===== src/rtl/branch_dir_predictor_pkg.sv =====
// Shared types and constants for the fetch-stage branch direction predictor.
// Includes the 2-bit saturating counter encoding, the per-stage prediction record and the train-step helper.
package branch_dir_predictor_pkg;

    typedef enum logic [1:0] {
        CNT_SNT = 2'd0,
        CNT_WNT = 2'd1,
        CNT_WT  = 2'd2,
        CNT_ST  = 2'd3
    } cnt_e;

    typedef struct packed {
        logic        valid;
        logic        pred;
        logic [31:0] pc;
    } pred_pipe_t;

    localparam logic [31:0] PC_STEP = 32'd4;

    function automatic logic [1:0] sat_step(input logic [1:0] c, input logic taken);
        logic [1:0] r;
        r = c;
        if (taken) begin
            if (c != CNT_ST) r = c + 2'd1;
        end else begin
            if (c != CNT_SNT) r = c - 2'd1;
        end
        return r;
    endfunction

endpackage


===== src/rtl/branch_dir_predictor_sat_counter_table.sv =====
// Table of 2-bit saturating direction counters: one async read port, one synchronous train port.
// A read of the entry being trained in the same cycle returns the pre-update value.
module sat_counter_table
    import branch_dir_predictor_pkg::*;
#(
    parameter int unsigned IDX_W    = 4,
    parameter logic [1:0]  CNT_INIT = 2'b01
) (
    input  logic             clk,
    input  logic             reset,
    input  logic [IDX_W-1:0] rd_idx,
    output logic [1:0]       rd_ctr,
    input  logic             tr_en,
    input  logic [IDX_W-1:0] tr_idx,
    input  logic             tr_taken
);

    localparam int unsigned DEPTH = 2 ** IDX_W;

    logic [1:0] ctr_q [DEPTH];
    logic [1:0] ctr_d [DEPTH];

    assign rd_ctr = ctr_q[rd_idx];

    always_comb begin
        ctr_d = ctr_q;
        if (tr_en) ctr_d[tr_idx] = sat_step(ctr_q[tr_idx], tr_taken);
    end

    always_ff @(posedge clk) begin
        if (reset) ctr_q <= '{default: CNT_INIT};
        else       ctr_q <= ctr_d;
    end

endmodule


===== src/rtl/branch_dir_predictor.sv =====
// Fetch-stage direction predictor: combines BTB hit with counters, tracks the prediction
// through F/D and D/E, resolves it in Execute, trains the counters and counts mispredicts.
module branch_dir_predictor
    import branch_dir_predictor_pkg::*;
#(
    parameter int unsigned IDX_W    = 4,
    parameter logic [1:0]  CNT_INIT = 2'b01,
    parameter int unsigned PERF_W   = 16
) (
    input  logic              clk,
    input  logic              reset,
    input  logic [31:0]       pcF,
    input  logic              btbHit,
    input  logic [31:0]       btbBTA,
    input  logic              stallD,
    input  logic              flushD,
    input  logic              flushE,
    input  logic              branchE,
    input  logic              branchTakenE,
    input  logic [31:0]       aluBranchAddress,
    output logic              predictTakenF,
    output logic [31:0]       pcNextPredF,
    output logic              branchPredictedE,
    output logic              mispredictE,
    output logic [31:0]       pcCorrectE,
    output logic [PERF_W-1:0] mispredCount
);

    pred_pipe_t        fd_q, fd_d;
    pred_pipe_t        de_q, de_d;
    logic [PERF_W-1:0] mis_cnt_q, mis_cnt_d;
    logic [1:0]        ctr_f;
    logic              train_en;

    sat_counter_table #(
        .IDX_W   (IDX_W),
        .CNT_INIT(CNT_INIT)
    ) u_table (
        .clk     (clk),
        .reset   (reset),
        .rd_idx  (pcF[IDX_W+1:2]),
        .rd_ctr  (ctr_f),
        .tr_en   (train_en),
        .tr_idx  (de_q.pc[IDX_W+1:2]),
        .tr_taken(branchTakenE)
    );

    assign predictTakenF    = btbHit & ctr_f[1];
    assign pcNextPredF      = predictTakenF ? btbBTA : pcF + PC_STEP;
    assign branchPredictedE = de_q.valid & de_q.pred;
    // Second term catches a BTB alias: a taken prediction on a non-branch.
    assign mispredictE      = de_q.valid & ((branchE & (branchTakenE != de_q.pred)) | (~branchE & de_q.pred));
    assign pcCorrectE       = (branchE & branchTakenE) ? aluBranchAddress : de_q.pc + PC_STEP;
    assign train_en         = de_q.valid & branchE;
    assign mispredCount     = mis_cnt_q;

    always_comb begin
        fd_d = fd_q;
        if (flushD)      fd_d = '0;
        else if (!stallD) fd_d = '{valid: 1'b1, pred: predictTakenF, pc: pcF};

        de_d = flushE ? '0 : fd_q;

        mis_cnt_d = mis_cnt_q;
        if (mispredictE && mis_cnt_q != '1) mis_cnt_d = mis_cnt_q + PERF_W'(1);
    end

    always_ff @(posedge clk) begin
        if (reset) begin
            fd_q      <= '0;
            de_q      <= '0;
            mis_cnt_q <= '0;
        end else begin
            fd_q      <= fd_d;
            de_q      <= de_d;
            mis_cnt_q <= mis_cnt_d;
        end
    end

endmodule


===== config.mk =====
export PLATFORM = sky130hd
export DESIGN_NAME = branch_dir_predictor
export DESIGN_NICKNAME = d
export VERILOG_FILES = /design/src/rtl/branch_dir_predictor_pkg.sv /design/src/rtl/branch_dir_predictor_sat_counter_table.sv /design/src/rtl/branch_dir_predictor.sv
export SDC_FILE = /design/constraint.sdc
export NUM_CORES = 1
export LEC_CHECK = 0
export ABC_AREA = 0
export CAP_MARGIN = 20
export CORE_ASPECT_RATIO = 1.2
export CORE_MARGIN = 8
export CORE_UTILIZATION = 35
export CTS_CLUSTER_SIZE = 25
export DETAILED_ROUTE_END_ITERATION = 10
export PLACE_DENSITY = 0.68
export SYNTH_ARGS = -nofsm -noshare
export SYNTH_HDL_FRONTEND = slang
export SYNTH_SLANG_ARGS = --single-unit

===== constraint.sdc =====
create_clock -name clk -period 5.25 [get_ports clk]
set_input_delay 0.525 -clock clk [delete_from_list [all_inputs] [get_ports clk]]
set_output_delay 0.525 -clock clk [all_outputs]
set_load 0.01 [all_outputs]

* Word level (Yosys, flattened, before mapping)
Index checks and enable logic that the tools add are counted. W data, S select, Z words.
Storage, ports and cells: register bits 116, input bits 104, output and inout bits 83, word-level logic and storage cells 65
Cells by class: $add $sub $neg 5, order comparisons 3, equality and inequality tests 3, mux-type cells 15, bitwise operators 11, reduce and logical (&&, ||, !) cells 5
Operators by type and width (count):
- $add A32 B3 Y32 const B | 2
- $mux W32 | 2
- $bwmux W32 | 1
- $mux W2 | 9
- $add A16 B1 Y16 const B | 1
- $bmux W2 S4 | 2
- $ne A16 B16 Y1 const B | 1
- $ge A5 B5 Y1 const B | 2
- $not A4 Y5 | 2
- $demux W2 S4 | 1
- $and A1 B1 Y1 | 7
- $lt A5 B1 Y1 const B | 1
- $reduce_or A2 Y1 | 2
- $add A2 B1 Y2 const B | 1
- $logic_and A1 B1 Y1 | 2
- $ne A2 B2 Y1 const B | 1
- $reduce_bool A2 Y1 | 1
- $sub A2 B1 Y2 const B | 1
- $ne A1 B1 Y1 | 1
- $not A1 Y1 | 1
- $or A1 B1 Y1 | 1

* Logic depth before layout (Yosys ltp)
Gate-level depths: netlist of the first run.
word-level depth 9, mapped depth 7, depth with buffers taken out 6

* By module
From an unflattened synthesis of the first run, not the netlist that was laid out.
Second synthesis, totals: cell total of the unflattened synthesis 816, area total of the unflattened synthesis 6896.6 um^2
Modules (own cells, without submodules):
- branch_dir_predictor | times used 1, cells an instance 622, area each 4913.5 um^2, sequential area each 1681.6 um^2
- sat_counter_table | times used 1, cells an instance 194, area each 1983.2 um^2, sequential area each 640.6 um^2

* Worst setup path after synthesis of the first run
Ideal clock, no wire load.
path kind input to output, start point input port pcF[2], end point output port pcNextPredF[10], arrival time 2.221 ns, data required time 4.725 ns, setup slack 2.504 ns, cell stages on the path 6, path buffers 2, cells stage by stage buf_6 -> mux4_2 -> mux2_4 -> o211ai_4 -> buf_12 -> mux2_4
On the way: longest elaborated chain between the ends 6, elaborated cells on any way between the ends 7, those cells by class add/sub (1); mux (4); bitwise (2)
RTL lines:
- from (decl) | RTL line branch_dir_predictor.sv:12 | input logic [31:0] pcF,
- parallel branches: the longest is 5 deep, another holds $add A32 B3 Y32
- $mux W32 * | RTL line branch_dir_predictor.sv:49 | assign pcNextPredF = predictTakenF ? btbBTA : pcF + PC_STEP;
- to (decl) | RTL line branch_dir_predictor.sv:22 | output logic [31:0] pcNextPredF,
Mark *: on every way between the ends. The select of a mux whose other input is x is not followed.

* Worst setup path after layout of the first run
start point input port pcF[2], end point output port pcNextPredF[31]
Same word-level chain as after synthesis.

==> flow_metrics.env, run 1 <==
export IMPL_syn_avg_cell_area_um2=9.02
export IMPL_fmax_ghz=0.241
export IMPL_yosysUniqueCellTypes=46
export IMPL_seq_area_frac_synth_pct=35.3
export IMPL_clk_latency_ps=410
export IMPL_grt_pass1_wl_mm=30.1
export IMPL_first_global_vias=5748
export IMPL_ys_flop_type="dfxtp_1"
export IMPL_post_cts_resized=0
export IMPL_rows=55
export IMPL_cts_setup_buffers=0
export IMPL_grt_setup_unrepaired="false"
export IMPL_hold_ws_ps=455
export IMPL_dieArea_um2=23500
export IMPL_drt_initial_drc_count=282
export IMPL_die_h_um=166
export IMPL_routabilityCongestion=0.801
export IMPL_fin_setup_tns_ps=0
export IMPL_crit_chain="clkdlybuf4s50_1 > mux4_2 > mux2_4 > o211ai_4 > buf_4 > mux2_2 > clkdlybuf4s50_1"
export IMPL_use_met1_pct=20.4
export IMPL_drive_gt1_share_pct=9.44
export IMPL_finClkSkew_ps=8.94
export IMPL_hold_buffers=0
export IMPL_synth_top_area_cell="dfxtp_1"
export IMPL_cts_tree="yes"
export IMPL_period_needed_ps=4150
export IMPL_met3_usage_pct=4.86
export IMPL_busiest_layer="met2"
export IMPL_areaGrowthSynthToFinish_pct=38.6
export IMPL_clockRootBuffer="clkbuf_16"
export IMPL_ios=187
export IMPL_cp_end_kind="output port"
export IMPL_status="completed"
export IMPL_multi_input_area_um2=3980
export IMPL_wl_per_cell_um=15.8
export IMPL_antenna_left=0
export IMPL_synthCells=730
export IMPL_grt_usage_pct=15.8
export IMPL_antenna_found_initial=0
export IMPL_wl_mm=18.5
export IMPL_min_path_type="reg2reg"
export IMPL_tightest_slew_ps=1010
export IMPL_crit_type="in2out"
export IMPL_overflow=0
export IMPL_vias=5740
export IMPL_cts_buffers=17
export IMPL_drc_errors=0
export IMPL_cts_max_level=4
export IMPL_path_clk_slew_ps=50
export IMPL_initial_utilization_pct=35.3
export IMPL_port_buffers=186
export IMPL_grt_max_degree=84
export IMPL_synth_edf_count=0
export IMPL_n_antenna_cell=0
export IMPL_cpPeakStageDelay_ps=690
export IMPL_met2_usage_pct=24.7
export IMPL_yosys_warnings=0
export IMPL_finalHoldViolCount=0
export IMPL_maxCapViolCount=0
export IMPL_timing_max_transition_violations_final=0
export IMPL_worst_ep_arrival_time_ps=3630
export IMPL_seqCellArea_um2=2320
export IMPL_cp_slowest_cell="clkdlybuf4s50_1"
export IMPL_fill_cells=1747
export IMPL_power_density_nw_per_um2=254
export IMPL_fin_crit_sh_pct=79.1
export IMPL_crit_path_frequent_cell="clkdlybuf4s50_1"
export IMPL_worstPathMaxFanout=34
export IMPL_ir_drop_mv=0.221
export IMPL_synth_top_area_share_pct=35.3
export IMPL_syn_area_um2=6590
export IMPL_synth_commonest_cells="116 x dfxtp_1, 94 x nor2_1, 73 x nand2_1"
export IMPL_async_flop_share_pct=0
export IMPL_dr_pass1_iters=5
export IMPL_synth_most_common_cell="dfxtp_1"
export IMPL_ctsLongestPathBuffers=2
export IMPL_fp_dieW_um=141
export IMPL_worstPathRequired_ps=4720
export IMPL_leakage_nw=3.39
export IMPL_layout_nets=1009
export IMPL_ys_seq_elements=116
export IMPL_dp_hpwl_mm=14.1
export IMPL_cts_sinks=116
export IMPL_syn_num_nets=840
export IMPL_via_per_inst=4.92
export IMPL_synthTopCellsByArea="dfxtp_1 35%, mux2_4 6.2%, nor2_1 5.4%, mux2i_1 5.3%, xnor2_1 4.8%"
export IMPL_setup_violations=0
export IMPL_relSlewSlack_pct=32.6
export IMPL_critPathLaunchType="primary input"
export IMPL_fp_coreArea_um2=18600
==> cell usage in the layout (no fill, tap or decap), types with 11 or more instances in the layout <==
master,netlist,routed
nor3_1,12,12
a22oi_1,16,16
nand4_1,20,20
o31ai_1,17,17
xor2_1,34,34
and4_1,11,11
nand2_1,73,73
nand3_1,29,29
mux2_4,27,27
nand3b_1,16,16
dfxtp_1,116,116
inv_1,12,12
o21ai_0,29,29
nor2_1,94,94
clkdlybuf4s50_1,0,184
and2_1,37,36
clkbuf_16,0,17
and3_1,11,11
mux2i_1,35,35
xnor2_1,36,36
==> routing by layer <==
layer / share of wire (%) / wire length, µm
met3: 8.2 / 1510
met2: 44 / 8080
met1: 47 / 8640
met5: 0 / 0
met4: 1.4 / 261
==> worst max-delay path, delay by kind of cell <==
family,cells,cell delay [ps]
mux,3,1240
compound gates,1,150
buf+inv,3,1680
==> cell type report <==
| cell class | count | area share [%] |
|---|---|---|
| flip-flops and latches | 116 | 25.4 |
| clock inverters | 4 | 0.767 |
| clock buffers | 27 | 5.51 |
| well taps | 256 | 3.51 |
| multi-input cells | 560 | 43.5 |
| repair buffers | 192 | 20.7 |
| inverters | 12 | 0.493 |
==> final timing paths <==
kind | from | to | slack (ps) | cells after the start
worst max register to register | mispredCount[0] | mispredCount[13] | 2960 | 6
worst max-delay path | pcF[2] | pcNextPredF[31] | 1100 | 7
worst min-delay path | fd_q[19] | de_q[19] | 450 | 1
worst min register to register | fd_q[19] | de_q[19] | 450 | 1
==> flip-flops by register name, summed over array words and instances, names as in the netlist <==
name,cells
de_q,34
fd_q,34
mispredCount,16
u_table.ctr_q,32
==> where the power goes <==
group	total (mW)	switching, mW	internal [mW]
registers	0.902	0.00762	0.894
clock network	1.11	0.367	0.744
logic	0.304	0.125	0.180
==> cells by family after synthesis <==
group / share of synthesized area (%)
and+or+nand+nor: 25.3
DFF: 35.3
muxes: 16.9
AOI/OAI and AO/OA: 7.31
xor gates and xnor gates: 9.31
buffers and inverters: 4.39
adders and majority gates: 1.48
==> through the flow <==
stage          instance area [µm²]  instances  utilization (%)  setup WS [ps]  power (mW)
4_1_cts                       9130       1166             48.9           1070        2.34
3_3_place_gp                  8550       1135             45.9           1120        1.22
5_1_grt                       9130       1167             49.0            976        2.40
6_report                      9130       1167             49.0           1100        2.32
3_5_place_dp                  8550       1135             45.9           1070        1.23
2_1_floorplan                 6590        730                -           2500        1.06
No activity file was read; power rests on OpenSTA's default activity.
==> run 2: changes to the inputs <==
Settings changed: PLACE_DENSITY 0.68 to 0.7.
Clock period 5.25 ns to 3.45 ns, I/O delays scaled along.
==> flow_metrics.env, run 2 (synthesis results as in run 1) <==
export IMPL_status="completed"
export IMPL_grt_pass1_wl_mm=30.2
export IMPL_fp_dieW_um=141
export IMPL_cts_max_level=4
export IMPL_finClkSkew_ps=8.38
export IMPL_wl_mm=18.9
export IMPL_critPathLaunchType="primary input"
export IMPL_period_needed_ps=3270
export IMPL_worstPathRequired_ps=3110
export IMPL_clockRootBuffer="clkbuf_16"
export IMPL_grt_usage_pct=16.0
export IMPL_n_antenna_cell=0
export IMPL_timing_max_transition_violations_final=0
export IMPL_wl_met2_mm=8.39
export IMPL_clk_latency_ps=410
export IMPL_worst_ep_arrival_time_ps=2930
export IMPL_via_per_inst=4.97
export IMPL_fmax_ghz=0.306
export IMPL_cp_slowest_cell="clkdlybuf4s50_1"
export IMPL_cp_end_kind="output port"
export IMPL_crit_type="in2out"
export IMPL_worstPathMaxFanout=34
export IMPL_cts_tree="yes"
export IMPL_reg_largest_list="de_q: 34 flops, fd_q: 34 flops, u_table.ctr_q: 32 flops"
export IMPL_r2r_cells=6
export IMPL_hold_buffers=0
export IMPL_setup_violations=0
export IMPL_drt_initial_drc_count=419
export IMPL_port_buffers=186
export IMPL_drc_errors=0
export IMPL_layout_nets=1022
export IMPL_routabilityCongestion=0.838
export IMPL_crit_chain="clkdlybuf4s50_1 > mux4_2 > mux2_4 > o211ai_4 > buf_12 > mux2_2 > clkdlybuf4s50_1"
export IMPL_fill_cells=1710
export IMPL_initial_utilization_pct=35.3
export IMPL_power_density_nw_per_um2=397
export IMPL_first_global_vias=5819
export IMPL_top_layer_used="met5"
export IMPL_final_util_pct=50.0
export IMPL_fin_crit_sh_pct=94.9
export IMPL_ir_drop_mv=0.327
export IMPL_min_path_type="reg2reg"
export IMPL_grt_setup_unrepaired="false"
export IMPL_met1_length_mm=8.79
export IMPL_antenna_left=0
export IMPL_drive_gt1_share_pct=11.7
export IMPL_wl_met3_mm=1.45
export IMPL_ios=187
export IMPL_final_cell_mix="183 x clkdlybuf4s50_1, 116 x dfxtp_1, 94 x nor2_1, 73 x nand2_1"
export IMPL_fin_setup_tns_ps=0
export IMPL_rows=55
export IMPL_die_h_um=166
export IMPL_cts_buffers=17
export IMPL_wl_per_cell_um=16.0
export IMPL_cpPeakStageDelay_ps=610
export IMPL_antenna_found_initial=1
export IMPL_layout_commonest_cell="clkdlybuf4s50_1"
export IMPL_crit_path_frequent_cell="clkdlybuf4s50_1"
export IMPL_overflow=0
export IMPL_path_clk_slew_ps=50
export IMPL_relSlewSlack_pct=34.1
export IMPL_grt_max_degree=46
export IMPL_fp_coreArea_um2=18600
export IMPL_ctsLongestPathBuffers=2
export IMPL_areaGrowthSynthToFinish_pct=41.6
export IMPL_dieArea_um2=23500
export IMPL_vias=5866
export IMPL_dr_pass1_iters=4
export IMPL_tightest_slew_ps=989
export IMPL_holdPathStages=2
export IMPL_leakage_nw=3.49
export IMPL_cts_sinks=116
export IMPL_finalHoldViolCount=0
export IMPL_maxCapViolCount=0
export IMPL_dp_hpwl_mm=14.7
## run 2: repair_timing
item	in CTS	in global routing
setup buffers	0	0
gates resized for setup	1	2
endpoints found under the setup margin	1	3
## run 2: critical path, delay by kind of cell
kind | cells | cell delay (ps)
mux | 3 | 1010
buf+inv | 3 | 1360
compound gates | 1 | 180
## run 2: layer usage
layer | GRT usage (%) | vias up
met2 | 24.8 | 205
li1 | - | 2935
met5 | 0 | -
met1 | 20.6 | 2705
met4 | 4.82 | 2
met3 | 5.15 | 19
## run 2: path summary, 6_finish.rpt
kind,start,end,slack [ps]
min,fd_q[33],de_q[33],450
max,pcF[4],pcNextPredF[31],180
max reg2reg,de_q[2],u_table.ctr_q[21],1120
min reg2reg,fd_q[33],de_q[33],450
## run 2: cell type report
type	instances	area, µm²	share of cell area [%]
clock buffer	19	453	4.86
timing repair buffer	205	2020	21.6
clock inverter	13	181	1.95
inverter	12	45.0	0.483
sequential	116	2320	24.9
multi-input combinational	560	3990	42.7
tap	256	320	3.43
## run 2: stage by stage
| step | hold WS (ps) | std cells | power, mW | worst slack (ps) | cell area [µm²] |
|---|---|---|---|---|---|
| after floorplan | 416 | 730 | 1.61 | 1060 | 6590 |
| after global placement | 437 | 1149 | 1.87 | 83.6 | 8680 |
| after detailed placement | 440 | 1149 | 1.88 | -2.63 | 8680 |
| after CTS | 451 | 1181 | 3.73 | 153 | 9320 |
| after global routing | 468 | 1181 | 3.83 | 22.7 | 9330 |
| final | 451 | 1181 | 3.70 | 177 | 9330 |
## run 2: where the power goes
part	internal (mW)	switching, mW
combinational	0.283	0.195
clock	1.24	0.609
sequential	1.36	0.0113
==> run 3: changes to the inputs <==
Settings changed: HOLD_SLACK_MARGIN set to 0.08.
==> results of run 3 <==
Same layout as run 2: the final DEF is identical, and so are final timing and power.
